===== src/rtl/cf_gpio_pkg.sv =====
`default_nettype none
// ============================================================================
// Module      : cf_gpio_pkg
// Description : Shared definitions for the CF GPIO blocks.
//               - GPIO pad mode encodings.
//               - Default sizing constants for the input conditioner.
// Revision    : 1.0 - initial release
// ============================================================================
package cf_gpio_pkg;

    typedef enum logic [2:0] {
        GPIO_MODE_ANALOG   = 3'd0,
        GPIO_MODE_INPUT    = 3'd1,
        GPIO_MODE_INPUT_PD = 3'd2,
        GPIO_MODE_INPUT_PU = 3'd3,
        GPIO_MODE_OUTPUT   = 3'd4,
        GPIO_MODE_BIDIR    = 3'd5
    } gpio_mode_t;

    localparam int CF_GPIO_SYNC_STAGES = 2;
    localparam int CF_GPIO_DBNC_W      = 16;

endpackage : cf_gpio_pkg
`default_nettype wire


===== src/rtl/cf_sync_ff.sv =====
`default_nettype none
// ============================================================================
// Module      : cf_sync_ff
// Description : N-stage, 1-bit flop-chain synchroniser for asynchronous
//               inputs. Synchronous active-high reset loads RESET_VAL into
//               every stage.
// Ports       : clk  - destination clock
//               rst  - synchronous active-high reset
//               i_d  - asynchronous input
//               o_q  - synchronised output (last stage)
// Revision    : 1.0 - initial release
// ============================================================================
module cf_sync_ff #(
    parameter int   STAGES    = 2,
    parameter logic RESET_VAL = 1'b0
) (
    input  logic clk,
    input  logic rst,
    input  logic i_d,
    output logic o_q
);

    logic [STAGES-1:0] r_chain;

    always_ff @(posedge clk) begin
        if (rst) begin
            r_chain <= {STAGES{RESET_VAL}};
        end else begin
            r_chain <= {r_chain[STAGES-2:0], i_d};
        end
    end

    assign o_q = r_chain[STAGES-1];

endmodule : cf_sync_ff
`default_nettype wire


===== src/rtl/cf_gpio_in_debounce.sv =====
`default_nettype none
// ============================================================================
// Module      : cf_gpio_in_debounce
// Description : Conditions a raw GPIO pad input for synchronous logic:
//               synchroniser, programmable debounce filter, one-cycle
//               rise/fall pulses and a sticky maskable interrupt flag.
// Ports       : clk, rst          - clock, synchronous active-high reset
//               pad_in            - asynchronous pad data
//               en                - filter enable (0 freezes level)
//               debounce_cycles   - stability threshold in clk cycles
//               irq_rise_en/_fall_en - edge-to-irq enables
//               irq_clr           - one-cycle irq clear
//               level             - debounced level
//               rise_pulse/fall_pulse - one-cycle edge pulses
//               irq               - sticky interrupt flag
// Revision    : 1.0 - initial release
// ============================================================================
module cf_gpio_in_debounce
    import cf_gpio_pkg::*;
#(
    parameter int   SYNC_STAGES = CF_GPIO_SYNC_STAGES,
    parameter int   CNT_W       = CF_GPIO_DBNC_W,
    parameter logic RESET_LEVEL = 1'b0
) (
    input  logic             clk,
    input  logic             rst,
    input  logic             pad_in,
    input  logic             en,
    input  logic [CNT_W-1:0] debounce_cycles,
    input  logic             irq_rise_en,
    input  logic             irq_fall_en,
    input  logic             irq_clr,
    output logic             level,
    output logic             rise_pulse,
    output logic             fall_pulse,
    output logic             irq
);

    logic             w_sync;
    logic             w_irq_set;
    logic             r_level;
    logic [CNT_W-1:0] r_cnt;
    logic             r_rise;
    logic             r_fall;
    logic             r_irq;

    cf_sync_ff #(
        .STAGES    (SYNC_STAGES),
        .RESET_VAL (RESET_LEVEL)
    ) u_sync (
        .clk (clk),
        .rst (rst),
        .i_d (pad_in),
        .o_q (w_sync)
    );

    // Pulses are registered, so irq sets on the cycle after the pulse is
    // visible; this keeps irq_clr in the pulse cycle losing to the set.
    assign w_irq_set = (r_rise & irq_rise_en) | (r_fall & irq_fall_en);

    always_ff @(posedge clk) begin
        if (rst) begin
            r_level <= RESET_LEVEL;
            r_cnt   <= '0;
            r_rise  <= 1'b0;
            r_fall  <= 1'b0;
            r_irq   <= 1'b0;
        end else begin
            r_rise <= 1'b0;
            r_fall <= 1'b0;

            if (!en || (w_sync == r_level)) begin
                r_cnt <= '0;
            end else if (r_cnt < debounce_cycles) begin
                // Strictly below the threshold, so the increment cannot wrap.
                r_cnt <= r_cnt + 1'b1;
            end else begin
                r_level <= w_sync;
                r_cnt   <= '0;
                r_rise  <= w_sync;
                r_fall  <= ~w_sync;
            end

            if (w_irq_set) begin
                r_irq <= 1'b1;
            end else if (irq_clr) begin
                r_irq <= 1'b0;
            end
        end
    end

    assign level      = r_level;
    assign rise_pulse = r_rise;
    assign fall_pulse = r_fall;
    assign irq        = r_irq;

endmodule : cf_gpio_in_debounce
`default_nettype wire


===== config.mk =====
export PLATFORM = sky130hd
export DESIGN_NAME = cf_gpio_in_debounce
export DESIGN_NICKNAME = d
export VERILOG_FILES = /design/src/rtl/cf_gpio_pkg.sv /design/src/rtl/cf_sync_ff.sv /design/src/rtl/cf_gpio_in_debounce.sv
export SDC_FILE = /design/constraint.sdc
export NUM_CORES = 1
export LEC_CHECK = 0
export ABC_AREA = 1
export CAP_MARGIN = 20
export CORE_ASPECT_RATIO = 1.75
export CORE_UTILIZATION = 55
export CTS_CLUSTER_DIAMETER = 40
export DETAILED_ROUTE_END_ITERATION = 8
export GPL_TIMING_DRIVEN = 0
export PLACE_DENSITY = 0.84
export SYNTH_ARGS = -nofsm -noshare
export SYNTH_HDL_FRONTEND = slang
export SYNTH_SLANG_ARGS = --single-unit

===== constraint.sdc =====
create_clock -name clk -period 2.6 [get_ports clk]
set_clock_uncertainty 0.15 [all_clocks]
set_input_delay 0.26 -clock clk [delete_from_list [all_inputs] [get_ports clk]]
set_output_delay 0.26 -clock clk [all_outputs]
set_load 0.01 [all_outputs]

==> impl_summary.txt <==
----------------------------------------------------
[Detailed routing]
  Starting DRC count in detailed routing ... 33
  Detailed-route DRC error count ... 0
  Number of vias after detailed routing ... between 1000 and 1500
  ANT nets after route ... 0
  DR WL/cell ... 11.87 um
  Pre-Repair DR Iteration Count ... 4
  Aggregate routed wire length ... between 2000 and 3000 um
  Vias per cell ... around 5.3

[Critical path]
  Category of the most critical setup path ... in -> reg
  Cell mode on critical path ... sky130_fd_sc_hd__a21oi_1
  Reg2Reg Setup Slack ... between 0.5 and 0.6 ns
  Sort of element at the start of the critical path ... primary input
  CP max-delay cell ... sky130_fd_sc_hd__clkdlybuf4s50_1
  Endpoint required time on the critical path ... 2.65 ns
  Cell family with the largest share of critical-path delay ... buffers and inverters
  Critical register-to-register path startpoint ... r_cnt[9]
  Crit Reg-Reg Endpoint ... r_cnt[15]
  Count of cells along the worst register-to-register path ... 7
  Endpoint of the most critical setup path ... r_cnt[15]
  Buffers & Inverters on Critical Path ... 3
  Crit path max fanout ... 10
  Worst-path cell chain ... clkdlybuf4s50_1 > inv_1 > ha_1 > a21oi_1 > o21ai_0 > a21oi_1 > nand3_2 > buf_6 > nor2_1
  Count of cell instances traversed by the critical path ... 9
  Delay of the slowest critical-path stage ... about 0.46 ns
  Arrival time at the worst endpoint ... 2.12 ns
  First element of the critical path ... debounce_cycles[15]
  Critical path endpoint category ... flop

[Layout]
  Most common cell after layout, fill and taps aside ... sky130_fd_sc_hd__inv_1
  Fraction of final layout cells sized beyond drive strength 1 ... 0.07442
  FILL cells ... 200
  Final standard cell count with taps included and fillers excluded ... 240
  Commonest cells after routing, fill and taps aside ... 35 x sky130_fd_sc_hd__inv_1, 34 x sky130_fd_sc_hd__nand2_1, 26 x sky130_fd_sc_hd__clkdlybuf4s50_1
  Final antenna diode count ... 0
  Post-Route Utilization ... 0.7408
  Storage cell area ... about 440 um2
  Footprint of the multi-input gates ... just under 800 um2
  Relative area change from synthesis to final layout ... 25.51%
  Final instance area ... roughly 1700 um2
  Layout Nets ... 255

[Clocking]
  Clock latency at the later pin of the worst-skew pair ... 0.27 ns
  Buffers inserted during post-CTS setup optimization ... 0
  Post-CTS Hold Fix Bufs ... 0
  CTS max path bufs ... 2
  CTS root buf ... sky130_fd_sc_hd__clkbuf_8
  Total number of clock tree sinks ... 22
  Cts bufs inserted ... 3
  Post-cts repair resize count ... 0
  CTS tree ... built
  # H-tree levels ... 1
  Clock-pin slew reported for the worst setup and hold paths after clock tree synthesis ... approximately 0.080 ns

[Flow run]
  Number of max-cap violations ... 0

[STA]
  Max_slew headroom ... 0.8099
  Timing-limited maximum frequency ... 0.4838 GHz
  Post-route worst setup slack ... between 0.5 and 0.6 ns
  Final Max Slew Viols ... 0
  Number of hold violations in the final report ... 0
  Pin slew with the least headroom to its limit ... 0.2825 ns
  Count of final setup violators ... 0
  Period Utilization, post-route ... 0.7950
  Final worst path period need ... 2.067 ns
  Setup repair after global routing missed its margin ... no
  Fin Setup TNS ... 0 ns

[GRT]
  Aggregate global routing overflow ... 0
  Gr usage total ... 0.2529
  Global-route met3 utilization ... 0.03947
  Wire length of the first global-routing pass ... 4740 um
  Most Used Layer, Global Route ... met2
  Antenna violations before repair ... 0
  Met2 global-route usage ... 0.5041
  Maximum number of pins on one net before global-route repair ... 13
  Via count of the first global-routing pass ... about 1300
  Met1 GRT Util ... 0.2099

[Floorplanning]
  Count of pins on the block boundary ... 27
  Chip height ... slightly below 70 um
  Die Footprint ... around 2700 um2
  Core box area ... ~2300 um2
  Effective utilization at floorplan ... 0.5902
  # rows ... 23
  Die outline width ... 39.58 um

[Logic synthesis]
  Post-synth design cell area ... between 1000 and 1500 um2
  Average instance area after synthesis ... between 7 and 8 um2
  Synthesis-stage register bit count ... 22
  Number of warnings issued by yosys ... 0
  Post-synthesis cell count ... about 190
  Sequential element share of the synthesized area ... 0.3241
  Number of nets in the synthesized netlist ... roughly 220
  Post-synth cell types ... 25

[Placed design]
  Number of buffers inserted by port buffering ... 26
  Number of cells in the design after placement ... roughly 240
  Area after detailed placement ... about 1700 um2
  Pre-CTS setup slack ... approximately 0.23 ns
  Half-perimeter wire length of the detailed placement result ... between 2000 and 2500 um
  Final GP Congestion ... 0.8811

[Pwr]
  Leakage power of the design ... 0.0007645 uW
  Maximum vdd drop ... between 300 and 400 uV
  Power density of the placed cells ... 378.3 nW/um2

[Run status]
  Status ... complete, no violations

[Worst hold path]
  Hold Crit Class ... reg -> reg
  Depth of the worst hold-timing path ... 2

----------------------------------------------------
## where the power goes
| part | switching, uW | internal (uW) | total (uW) |
|---|---|---|---|
| combinational | 20.9 | 38.4 | 59.3 |
| sequential | 1.06 | 338 | 339 |
| clock | 111 | 135 | 246 |
| total | 133 | 512 | 645 |
## area by class of cell
class                   count  area share
multi-input cells         126      0.4527
flip-flops and latches     22      0.2583
repair buffers             26      0.1526
inverters                  36     0.07924
clock buffers               4     0.03228
well taps                  25     0.01834
plain buffers               1    0.006603
## cell usage after synthesis, drive strengths merged
| cell | n | area (um2) |
|---|---|---|
| xor2 | 5 | 43.79 |
| nand4 | 2 | 12.51 |
| buf | 1 | 11.26 |
| xnor2 | 2 | 17.52 |
| nor2 | 25 | 93.84 |
| nand2 | 35 | 133.9 |
| nor4 | 1 | 6.260 |
| dfxtp | 22 | 440.4 |
| a31oi | 1 | 6.260 |
| o21ai | 2 | 10.01 |
| a22oi | 1 | 7.510 |
| a21oi | 13 | 68.82 |
| nand3 | 9 | 67.57 |
| ha | 16 | 200.2 |
| inv | 36 | 135.1 |
| or2 | 2 | 12.52 |
| nor3 | 12 | 91.34 |
## stage by stage
stage / hold WS [ns] / total power, uW
6_report: 0.2583 / 645.1
3_5_place_dp: 0.2495 / 407.6
5_1_grt: 0.2746 / 669.1
2_1_floorplan: 0.1791 / 368.6
4_1_cts: 0.2614 / 646.1
3_3_place_gp: 0.2431 / 404.2
## worst min path at each step
stage,start,to,slack (ns)
after detailed placement,u_sync.r_chain[0],u_sync.r_chain[1],0.25
after global routing,u_sync.r_chain[0],u_sync.r_chain[1],0.27
after CTS,u_sync.r_chain[0],u_sync.r_chain[1],0.26
after floorplan,rst,irq,0.18
after global placement,u_sync.r_chain[0],u_sync.r_chain[1],0.24
final,u_sync.r_chain[0],u_sync.r_chain[1],0.26
## per-layer routing
layer  part of all wire  vias up
li1                   -      643
met1               0.35      572
met2               0.57       34
met3              0.031       16
met4              0.048        0
met5                  0        -
## flip-flops by register name, summed over array words and instances, names as in the netlist
signal and count:
rise_pulse 1, fall_pulse 1, r_cnt 16, u_sync.r_chain 2, irq 1, level 1
## cells by family after synthesis
group	synth area share
AOI/OAI and AO/OA	0.06815
xor gates and xnor gates	0.04512
adders and majority gates	0.1473
buffers and inverters	0.1077
DFF	0.3241
and+or+nand+nor	0.3076
## tightest hold or removal path: cells and delay by family, from the launching register on
| family | cells | cell delay [ns] |
|---|---|---|
| and+or+nand+nor | 1 | 0.03 |
| DFF | 1 | 0.30 |
| buffers and inverters | 1 | 0.04 |
No activity file was read; power rests on OpenSTA's default activity.
